### config.mk
export PLATFORM = sky130hd
export DESIGN_NAME = fftl_tracker
export DESIGN_NICKNAME = d
export VERILOG_FILES = /design/src/rtl/fftl_pkg.sv /design/src/rtl/fftl_sync2.sv /design/src/rtl/fftl_tracker.sv
export SDC_FILE = /design/constraint.sdc
export NUM_CORES = 1
export LEC_CHECK = 0
export CAP_MARGIN = 20
export CELL_PAD_IN_SITES_DETAIL_PLACEMENT = 0
export CELL_PAD_IN_SITES_GLOBAL_PLACEMENT = 1
export CORE_MARGIN = 2
export CORE_UTILIZATION = 48
export CTS_BUF_LIST = sky130_fd_sc_hd__clkbuf_8
export DETAILED_ROUTE_END_ITERATION = 12
export PLACE_DENSITY = 0.9
export SYNTH_ARGS = -nofsm -noshare
export SYNTH_HDL_FRONTEND = slang
export SYNTH_SLANG_ARGS = --single-unit
### constraint.sdc
create_clock -name clk_out -period 7.6 [get_ports clk_out]
set_input_delay 1.52 -clock clk_out [delete_from_list [all_inputs] [get_ports clk_out]]
set_output_delay 1.52 -clock clk_out [all_outputs]
set_load 0.005 [all_outputs]
### src/rtl/fftl_pkg.sv
// fftl_pkg: shared state/decision types and reset constant for the fine-frequency tracking loop
package fftl_pkg;
  typedef enum logic [1:0] {IDLE, SETTLE, TRACK, LOCKED} state_t;
  typedef enum logic [1:0] {HOLD, INC, DEC} dec_t;
  function automatic logic [31:0] ctrl_rst(input int w);
    return 32'd1 << (w - 1);
  endfunction
endpackage

### src/rtl/fftl_sync2.sv
// fftl_sync2: two-flop synchroniser into the clk_out domain
module fftl_sync2 (
  input  logic clk_out,
  input  logic rst,
  input  logic i_d,
  output logic o_q
);
  logic r_m;
  always_ff @(posedge clk_out or posedge rst)
    if (rst) {o_q, r_m} <= '0;
    else {o_q, r_m} <= {r_m, i_d};
endmodule

### src/rtl/fftl_tracker.sv
// fftl_tracker: second-generation fine-frequency tracking loop with windowed hit statistics and lock detect
module fftl_tracker
  import fftl_pkg::*;
#(
  parameter int CTRL_W   = 13,
  parameter int DIV_W    = 6,
  parameter int ACC_W    = 25,
  parameter int WIN_W    = 5,
  parameter int STEP_W   = 4,
  parameter int DB_W     = 4,
  parameter int LOCK_CNT = 8
) (
  input  logic              clk_out,
  input  logic              rst,
  input  logic              ref_clk,
  input  logic              sample_hit,
  input  logic              fftl_en,
  input  logic [DIV_W-1:0]  div_ratio_half,
  input  logic [WIN_W-1:0]  win_sel,
  input  logic [STEP_W-1:0] step_size,
  input  logic [DB_W-1:0]   deadband,
  input  logic [CTRL_W-1:0] manual_ctrl,
  output logic              out_star,
  output logic [CTRL_W-1:0] ctrl_final,
  output logic              locked,
  output logic              update_pulse,
  output logic              sat_hi,
  output logic              sat_lo
);
  localparam int HC_W = $clog2(LOCK_CNT + 1);
  logic w_ref_s, w_hit_s, r_ref_d, w_rise, w_fall, w_win_end, w_apply;
  logic r_sync, r_star, r_upd, r_sat_hi, r_sat_lo;
  logic [DIV_W-1:0] r_cnt, w_n_m1;
  logic [ACC_W-1:0] r_clean, r_error, r_win, w_clean_nx, w_error_nx, w_win_len;
  logic [31:0] w_sh;
  logic signed [ACC_W:0] w_d, w_db;
  logic [CTRL_W-1:0] r_ctrl;
  logic [CTRL_W:0] w_inc, w_dec;
  logic [HC_W-1:0] r_hold;
  state_t r_state, w_state;
  dec_t w_sel;

  fftl_sync2 u_ref (.clk_out(clk_out), .rst(rst), .i_d(ref_clk), .o_q(w_ref_s));
  fftl_sync2 u_hit (.clk_out(clk_out), .rst(rst), .i_d(sample_hit), .o_q(w_hit_s));

  assign w_rise = w_ref_s & ~r_ref_d;
  assign w_fall = ~w_ref_s & r_ref_d;
  assign w_n_m1 = (div_ratio_half < DIV_W'(2)) ? DIV_W'(1) : div_ratio_half - DIV_W'(1);
  assign w_clean_nx = (w_rise && w_hit_s && !(&r_clean)) ? r_clean + ACC_W'(1) : r_clean;
  assign w_error_nx = (w_fall && w_hit_s && !(&r_error)) ? r_error + ACC_W'(1) : r_error;
  assign w_sh = (win_sel == '0) ? 32'd1 : (32'(win_sel) > 32'(ACC_W - 1)) ? 32'(ACC_W - 1) : 32'(win_sel);
  assign w_win_len = ACC_W'(1) << w_sh;
  assign w_win_end = w_rise && (r_win + ACC_W'(1) >= w_win_len);
  // decision sees the clean count including the sample taken on the window-closing edge
  assign w_d = $signed({1'b0, w_clean_nx}) - $signed({1'b0, r_error});
  assign w_db = $signed((ACC_W + 1)'(deadband));
  assign w_sel = (w_d > w_db) ? DEC : (w_d < -w_db) ? INC : HOLD;
  assign w_inc = {1'b0, r_ctrl} + (CTRL_W + 1)'(step_size);
  assign w_dec = {1'b0, r_ctrl} - (CTRL_W + 1)'(step_size);

  always_comb begin
    w_state = r_state;
    w_apply = 1'b0;
    if (!fftl_en) w_state = IDLE;
    else
      case (r_state)
        IDLE:   w_state = SETTLE;
        SETTLE: if (w_win_end) w_state = TRACK;
        TRACK:
          if (w_win_end) begin
            w_apply = 1'b1;
            if (w_sel == HOLD && 32'(r_hold) + 32'd1 >= 32'(LOCK_CNT)) w_state = LOCKED;
          end
        LOCKED:
          if (w_win_end && w_sel != HOLD) begin
            w_apply = 1'b1;
            w_state = TRACK;
          end
        default: w_state = IDLE;
      endcase
  end

  always_ff @(posedge clk_out or posedge rst)
    if (rst) begin
      r_ref_d  <= 1'b0;
      r_sync   <= 1'b0;
      r_cnt    <= '0;
      r_star   <= 1'b0;
      r_state  <= IDLE;
      r_upd    <= 1'b0;
      r_clean  <= '0;
      r_error  <= '0;
      r_win    <= '0;
      r_hold   <= '0;
      r_ctrl   <= CTRL_W'(ctrl_rst(CTRL_W));
      r_sat_hi <= 1'b0;
      r_sat_lo <= 1'b0;
    end else begin
      r_ref_d <= w_ref_s;
      r_sync  <= r_sync | w_rise;
      r_star  <= r_sync && (r_cnt >= w_n_m1);
      if (r_sync) r_cnt <= (r_cnt >= w_n_m1) ? '0 : r_cnt + DIV_W'(1);
      r_state <= w_state;
      r_upd   <= w_apply;
      if (r_state == IDLE || w_win_end) begin
        r_clean <= '0;
        r_error <= '0;
        r_win   <= '0;
      end else begin
        r_clean <= w_clean_nx;
        r_error <= w_error_nx;
        r_win   <= r_win + ACC_W'(w_rise);
      end
      r_hold <= (r_state == IDLE) ? '0 : !w_apply ? r_hold : (w_sel == HOLD) ? r_hold + HC_W'(1) : '0;
      r_ctrl <= (r_state == IDLE) ? manual_ctrl : !w_apply ? r_ctrl :
                (w_sel == INC) ? (w_inc[CTRL_W] ? '1 : w_inc[CTRL_W-1:0]) :
                (w_sel == DEC) ? (w_dec[CTRL_W] ? '0 : w_dec[CTRL_W-1:0]) : r_ctrl;
      r_sat_hi <= (r_state == IDLE && w_state == SETTLE) ? 1'b0 : r_sat_hi | (w_apply && w_sel == INC && w_inc[CTRL_W]);
      r_sat_lo <= (r_state == IDLE && w_state == SETTLE) ? 1'b0 : r_sat_lo | (w_apply && w_sel == DEC && w_dec[CTRL_W]);
    end

  assign out_star     = r_star;
  assign ctrl_final   = fftl_en ? r_ctrl : manual_ctrl;
  assign locked       = (r_state == LOCKED);
  assign update_pulse = r_upd;
  assign sat_hi       = r_sat_hi;
  assign sat_lo       = r_sat_lo;
endmodule

# == Word level (Yosys, flattened, before mapping) ==
# Index checks and enable logic that the tools add are counted.
# op_classes
n_addsub,12
order_cmp,7
eq_ne,6
n_shift,1
muxes,33
n_bitwise,7
n_reduce_logical,26
# op_table
op,count
$mux W25,5
$mux W13,7
$add A25 B1 Y25 const B,3
$reduce_and A25 Y1,2
$gt A26 B5 Y1,1
$lt A26 B26 Y1,1
$neg A4 Y26,1
$sub A25 B25 Y26,1
$add A25 B1 Y25,1
$ge A25 B25 Y1,1
$shl A1 B5 Y25 const A,1
$add A13 B4 Y14,1
$sub A13 B4 Y14,1
$logic_and A1 B1 Y1,13
$mux W2,6
$mux W4,3
$mux W6,2
$mux W5,2
$pmux W2 S4,1
$add A6 B1 Y6 const B,1
$eq A2 B1 Y1 const B,3
$eq A2 B2 Y1 const B,3
$ge A6 B6 Y1,1
$lt A6 B2 Y1 const B,1
17 further kinds,30
# totals
register_bits,110
in_bits,37
out_inout_bits,18
word_cells,109

# == Logic depth before layout (Yosys ltp) ==
# depth
word_depth,18
ltp_mapped,34
mapped_depth_nobuf,30

# == Hierarchy ==
# From an unflattened synthesis, not the netlist that was laid out.
# unflattened
cells_unflattened,1213
hier_area_um2,10008.3
# modules_own_cells
mod,n_inst,cells_each,area_each_um2,seq_area_each_um2
fftl_tracker,1,1207,9900.7,2653.8
fftl_sync2,2,3,53.8,50.0

# == Worst setup path before layout ==
# OpenSTA, ideal clock, no wires.
# synth_timing
path_type,flip-flop to flip-flop
from,register r_clean[6]
to,register r_ctrl[7]
setup_ns,0.124
arrival_ns,6.124
required_ns,7.476
slack_ns,1.351
path_stages_with_launch,33
n_path_buf,3
synth_period_minus_slack_ns,6.249
cell_sequence,dfrtp_1 > and3_1 > nand4_1 > nor4_1 > and4_1 > and3_1 > and4_1 > a21o_1 > or3_1 > clkbuf_1 > nor2_1 > xor2_1 > ha_1 > clkbuf_1 > and4_1 > a22oi_1 > nand3_1 > a21o_1 > a21oi_1 > xnor2_1 > ha_1 > a21o_1 > a21o_1 > a21oi_1 > nor2b_1 > o21ai_0 > a21o_1 > nand2_1 > o22ai_2 > buf_6 > mux2_1 > a211oi_1 > o21ai_1
# synth_between
elab_chain_cells,15
elab_cells_between_ends,23
cone_classes,add/sub (2); order compare (2); eq/ne (2); mux (9); reduce/logical (8)
# synth_rtl
element,line_no,source
"start, declared",fftl_tracker.sv:34,"logic [ACC_W-1:0] r_clean, r_error, r_win, w_clean_nx, w_error_nx, w_win_len;"
"start signal, assigned",fftl_tracker.sv:110,r_clean <= w_clean_nx;
"parallel branches: the longest is 3 deep, another holds $add A25 B1 Y25",--,
$mux W25 (*),fftl_tracker.sv:49,assign w_clean_nx = (w_rise && w_hit_s && !(&r_clean)) ? r_clean + ACC_W'(1) : r_clean;
$sub A25 B25 Y26 (*),fftl_tracker.sv:55,"assign w_d = $signed({1'b0, w_clean_nx}) - $signed({1'b0, r_error});"
$lt A26 B26 Y1,fftl_tracker.sv:57,assign w_sel = (w_d > w_db) ? DEC : (w_d < -w_db) ? INC : HOLD;
$mux W1,fftl_tracker.sv:57,
$mux W2 (*),fftl_tracker.sv:57,
$reduce_bool A2 Y1,fftl_tracker.sv:75,if (w_win_end && w_sel != HOLD) begin
$logic_and A1 B1 Y1,fftl_tracker.sv:75,
$mux W1,fftl_tracker.sv:75,
$pmux W1 S2,fftl_tracker.sv:66,case (r_state)
$mux W1,fftl_tracker.sv:64,if (!fftl_en) w_state = IDLE;
$reduce_bool A2 Y1 (no line),--,
$reduce_and A2 Y1 (no line),--,
"end signal, assigned",fftl_tracker.sv:95,r_ctrl <= CTRL_W'(ctrl_rst(CTRL_W));
"end signal, assigned",fftl_tracker.sv:115,r_ctrl <= (r_state == IDLE) ? manual_ctrl : !w_apply ? r_ctrl :
"end, declared",fftl_tracker.sv:37,logic [CTRL_W-1:0] r_ctrl;
# Mark *: on every way between the ends. The select of a mux whose other input is x is not followed.
# A chain may end at the register's enable or synchronous reset.

# == Final worst setup path ==
# layout_timing
from,register r_clean[6]
to,register r_ctrl[11]
# Same word-level chain as after synthesis.

==> impl_results.md <==
- Compound-cell area share of the yosys netlist: 0.1675
- Static Leak: 4.983 nW
- Yosys top cell by area: dfrtp_1
- Post-Syn Instances: 1200
- Post-Syn Nets: 1344
- Number of sinks on the clock net: 110
- Via count: 8419
- WP depth: 29
- Critical path buffer and inverter count: 1
- Worst-margin pin slew: 0.8353 ns
- Sequential area share after synthesis: 0.2744
- Comb pwr share: 0.289
- HP Class: flip-flop to flip-flop
- Crit path to: r_ctrl[11]
- Post-Syn Area: 10040 sq um
- Peak supply drop: 0.00008527 V
- Post-synth EDFFs: 0
- Final wirelength: 23.35 mm
- RD Place Congestion: 0.9163
- Crit. End Element: flip-flop
- Max-Slew Margin vs Limit: 0.4380
- CTS clk-pin slew, worst paths: 0.12 ns
- Crit path from: r_clean[6]
- Worst R2R Start: r_clean[6]
- P per Cell Area: 130.0 nW/um^2
- FF-to-FF path depth: 29
- First-pass GRT wire length: 39.23 mm
- Die ar.: 22080 sq um
- Top-count cell post-synth: nor2_1
- Pins Over Slew Limit: 0
- Final core utilization: 0.5371
- Cell internal pwr: 0.9278 mW
- Largest net degree at the start of global routing: 58
- Worst setup SP type: flip-flop
- Worst-case clock buffer depth: 2
- DRT antenna net count: 0
- Minimum setup slack among reg-to-reg paths: 0.64 ns
- Data arrival time of the critical path: 7.27 ns
- Max stage delay on crit path: 0.49 ns
- Distinct cells, synth: 86
- Total GRT Usage: 0.2165
- Power consumption: 1.422 mW
- # IOs: 55
- Ant diodes: 0
- Worst reg2reg path endpoint: r_ctrl[11]
- DR vias/cell: 5.624
- Count of yosys warnings during synthesis: 0
- H-tree levels: 3
- Asr flop ratio synth: 1.000
- Status: finished clean
- Largest family of logic cells by synthesized area: simple AND/OR/NAND/NOR gates
- Top_reg_cell synth: dfrtp_1
- Resized cells post-CTS: 0
- Tcrit/Tclk final: 0.9156
- Vias in the first global route: 7825
- Top cell type's share of synthesized area: 0.2718
- P&R area growth vs syn: 8.975%
- DR WL/cell: 15.60 microns
- Req. time, crit path: 7.92 ns
- IO buf count: 54
- Worst-path fanout max: 31
- Worst hold slack: 0.3621 ns
- TritonRoute pass-1 iters: 5
- Initial antenna violation count: 0
- Clock root cell: clkbuf_8
- Final setup violation count: 0
- Syn Area/Cell: 8.364 sq um
- Top area cells in the synthesized netlist: dfrtp_1 27%, ha_1 13%, xnor2_1 6.2%
- Max Cap Viol: 0
- Unrepaired setup endpoints after global routing: no
- Multiplexer share of the synthesized area: 0.03116
- CTS tree: yes
- Reg power frac: 0.464
- Post-CTS setup buffers: 0
- DRC Markers: 0
- Core area: 20360 sq um
- Critical-path top delay cell: ha_1
- Setup TNS: 0 ns
- Final nets: 1366
- Die Ht: 148.6 microns
- Final worst path period need: 6.959 ns
- Simple-Gate Fraction of Synth Area: 0.2462
- Post-synthesis xor/xnor area fraction: 0.09511
- Top delay family on crit path: compound AO/OA/AOI/OAI gates
- HPWL after DPL: 18.08 mm
- Net Switching: 0.4939 mW
- Layout cells sized above 1: 0.06520
- Switching Share: 0.3474
- Initial DRC count: 600
- Row Count: 52
- Synth Register Bits: 110
- Num CTS Buffers: 9
- Clk pwr share: 0.248
- Commonest cells in the netlist: 131 x nor2_1, 109 x dfrtp_1, 105 x nand2_1
- Final Hold Viols: 0
- FMAX: 143.7 MHz
- Post-CTS Hold Fix Bufs: 0
- Initial Util: 0.4929
- Post-Route Skew: 0.01543 ns
- GR Overflow Total: 0
- Adder-cell share of the synthesized area: 0.1356
- Clk_lat worst skew: 0.40 ns
- Die width: 148.6 microns
- CP Class: flip-flop to flip-flop
-- how the worst min path moves through the flow --
stage | startpoint | slack (ns) | cells past startpoint | end
after global placement | u_hit.r_m | 0.34 | 0 | u_hit.o_q
after floorplan | u_hit.r_m | 0.33 | 0 | u_hit.o_q
after detailed placement | u_hit.r_m | 0.34 | 0 | u_hit.o_q
after CTS | u_hit.r_m | 0.37 | 0 | u_hit.o_q
after global routing | u_hit.r_m | 0.38 | 0 | u_hit.o_q
final | u_ref.r_m | 0.36 | 0 | u_ref.o_q
-- logic make-up after synthesis --
logic type	count (synthesis)
XOR/XNOR	109
multiplexers	29
flip-flops	110
adder cells (fa/ha/maj)	107
AO/OA/AOI/OAI	231
other	1
AND/OR/NAND/NOR	494
buffers and inverters	119
-- routing by layer --
metal,track usage,share of wire
met1,0.3264,0.51
met5,0,0
met4,0.03810,0.0095
met2,0.3382,0.44
met3,0.02546,0.036
-- through the flow --
step           area, sq um  instances  worst slack, ns
2_1_floorplan        10040       1200            1.351
3_3_place_gp         10720       1480           0.6436
3_5_place_dp         10730       1481           0.4393
4_1_cts              10920       1497           0.4288
5_1_grt              10940       1497           0.1198
6_report             10940       1497           0.6411
-- flip-flops by register name, summed over array words and instances (netlist names) --
name and count:
r_sync 1, sat_lo 1, sat_hi 1, update_pulse 1, r_ref_d 1, out_star 1
r_clean 25, u_hit.r_m 1, r_state 2, r_error 25, u_hit.o_q 1, u_ref.o_q 1
r_cnt 6, r_win 25, u_ref.r_m 1, r_hold 4, r_ctrl 13
-- power groups by stage --
stage                     sequential [mW]  clock (mW)  combinational (mW)
final                               0.659       0.352               0.410
after global routing                0.666       0.387               0.466
after CTS                           0.659       0.358               0.412
after detailed placement            0.670           0               0.409
after global placement              0.670           0               0.401
after floorplan                     0.649           0               0.305
-- layout by cell type (no fill, tap or decap), drive strengths merged, types with 12 or more instances in the layout --
master,count
xor2,38
nand2,105
xnor2,71
nor3,28
nor2,133
nand4,32
mux2,18
inv,73
a21oi,56
and2,16
dfrtp,109
clkdlybuf4s50,54
nor2b,34
and3,25
nand3,56
ha,104
a211oi,14
nor4,12
o21ai,37
a21o,23
-- cell type report --
type	count	area, sq um
clock buffers	9	123.9
clock inverters	7	65.06
fillers	1909	9427
inverters	70	265.3
multi-input cells	971	6804
flip-flops and latches	110	2754
well taps	270	337.8
repair buffers	60	588.1
Power figures use the tool's default switching activity.
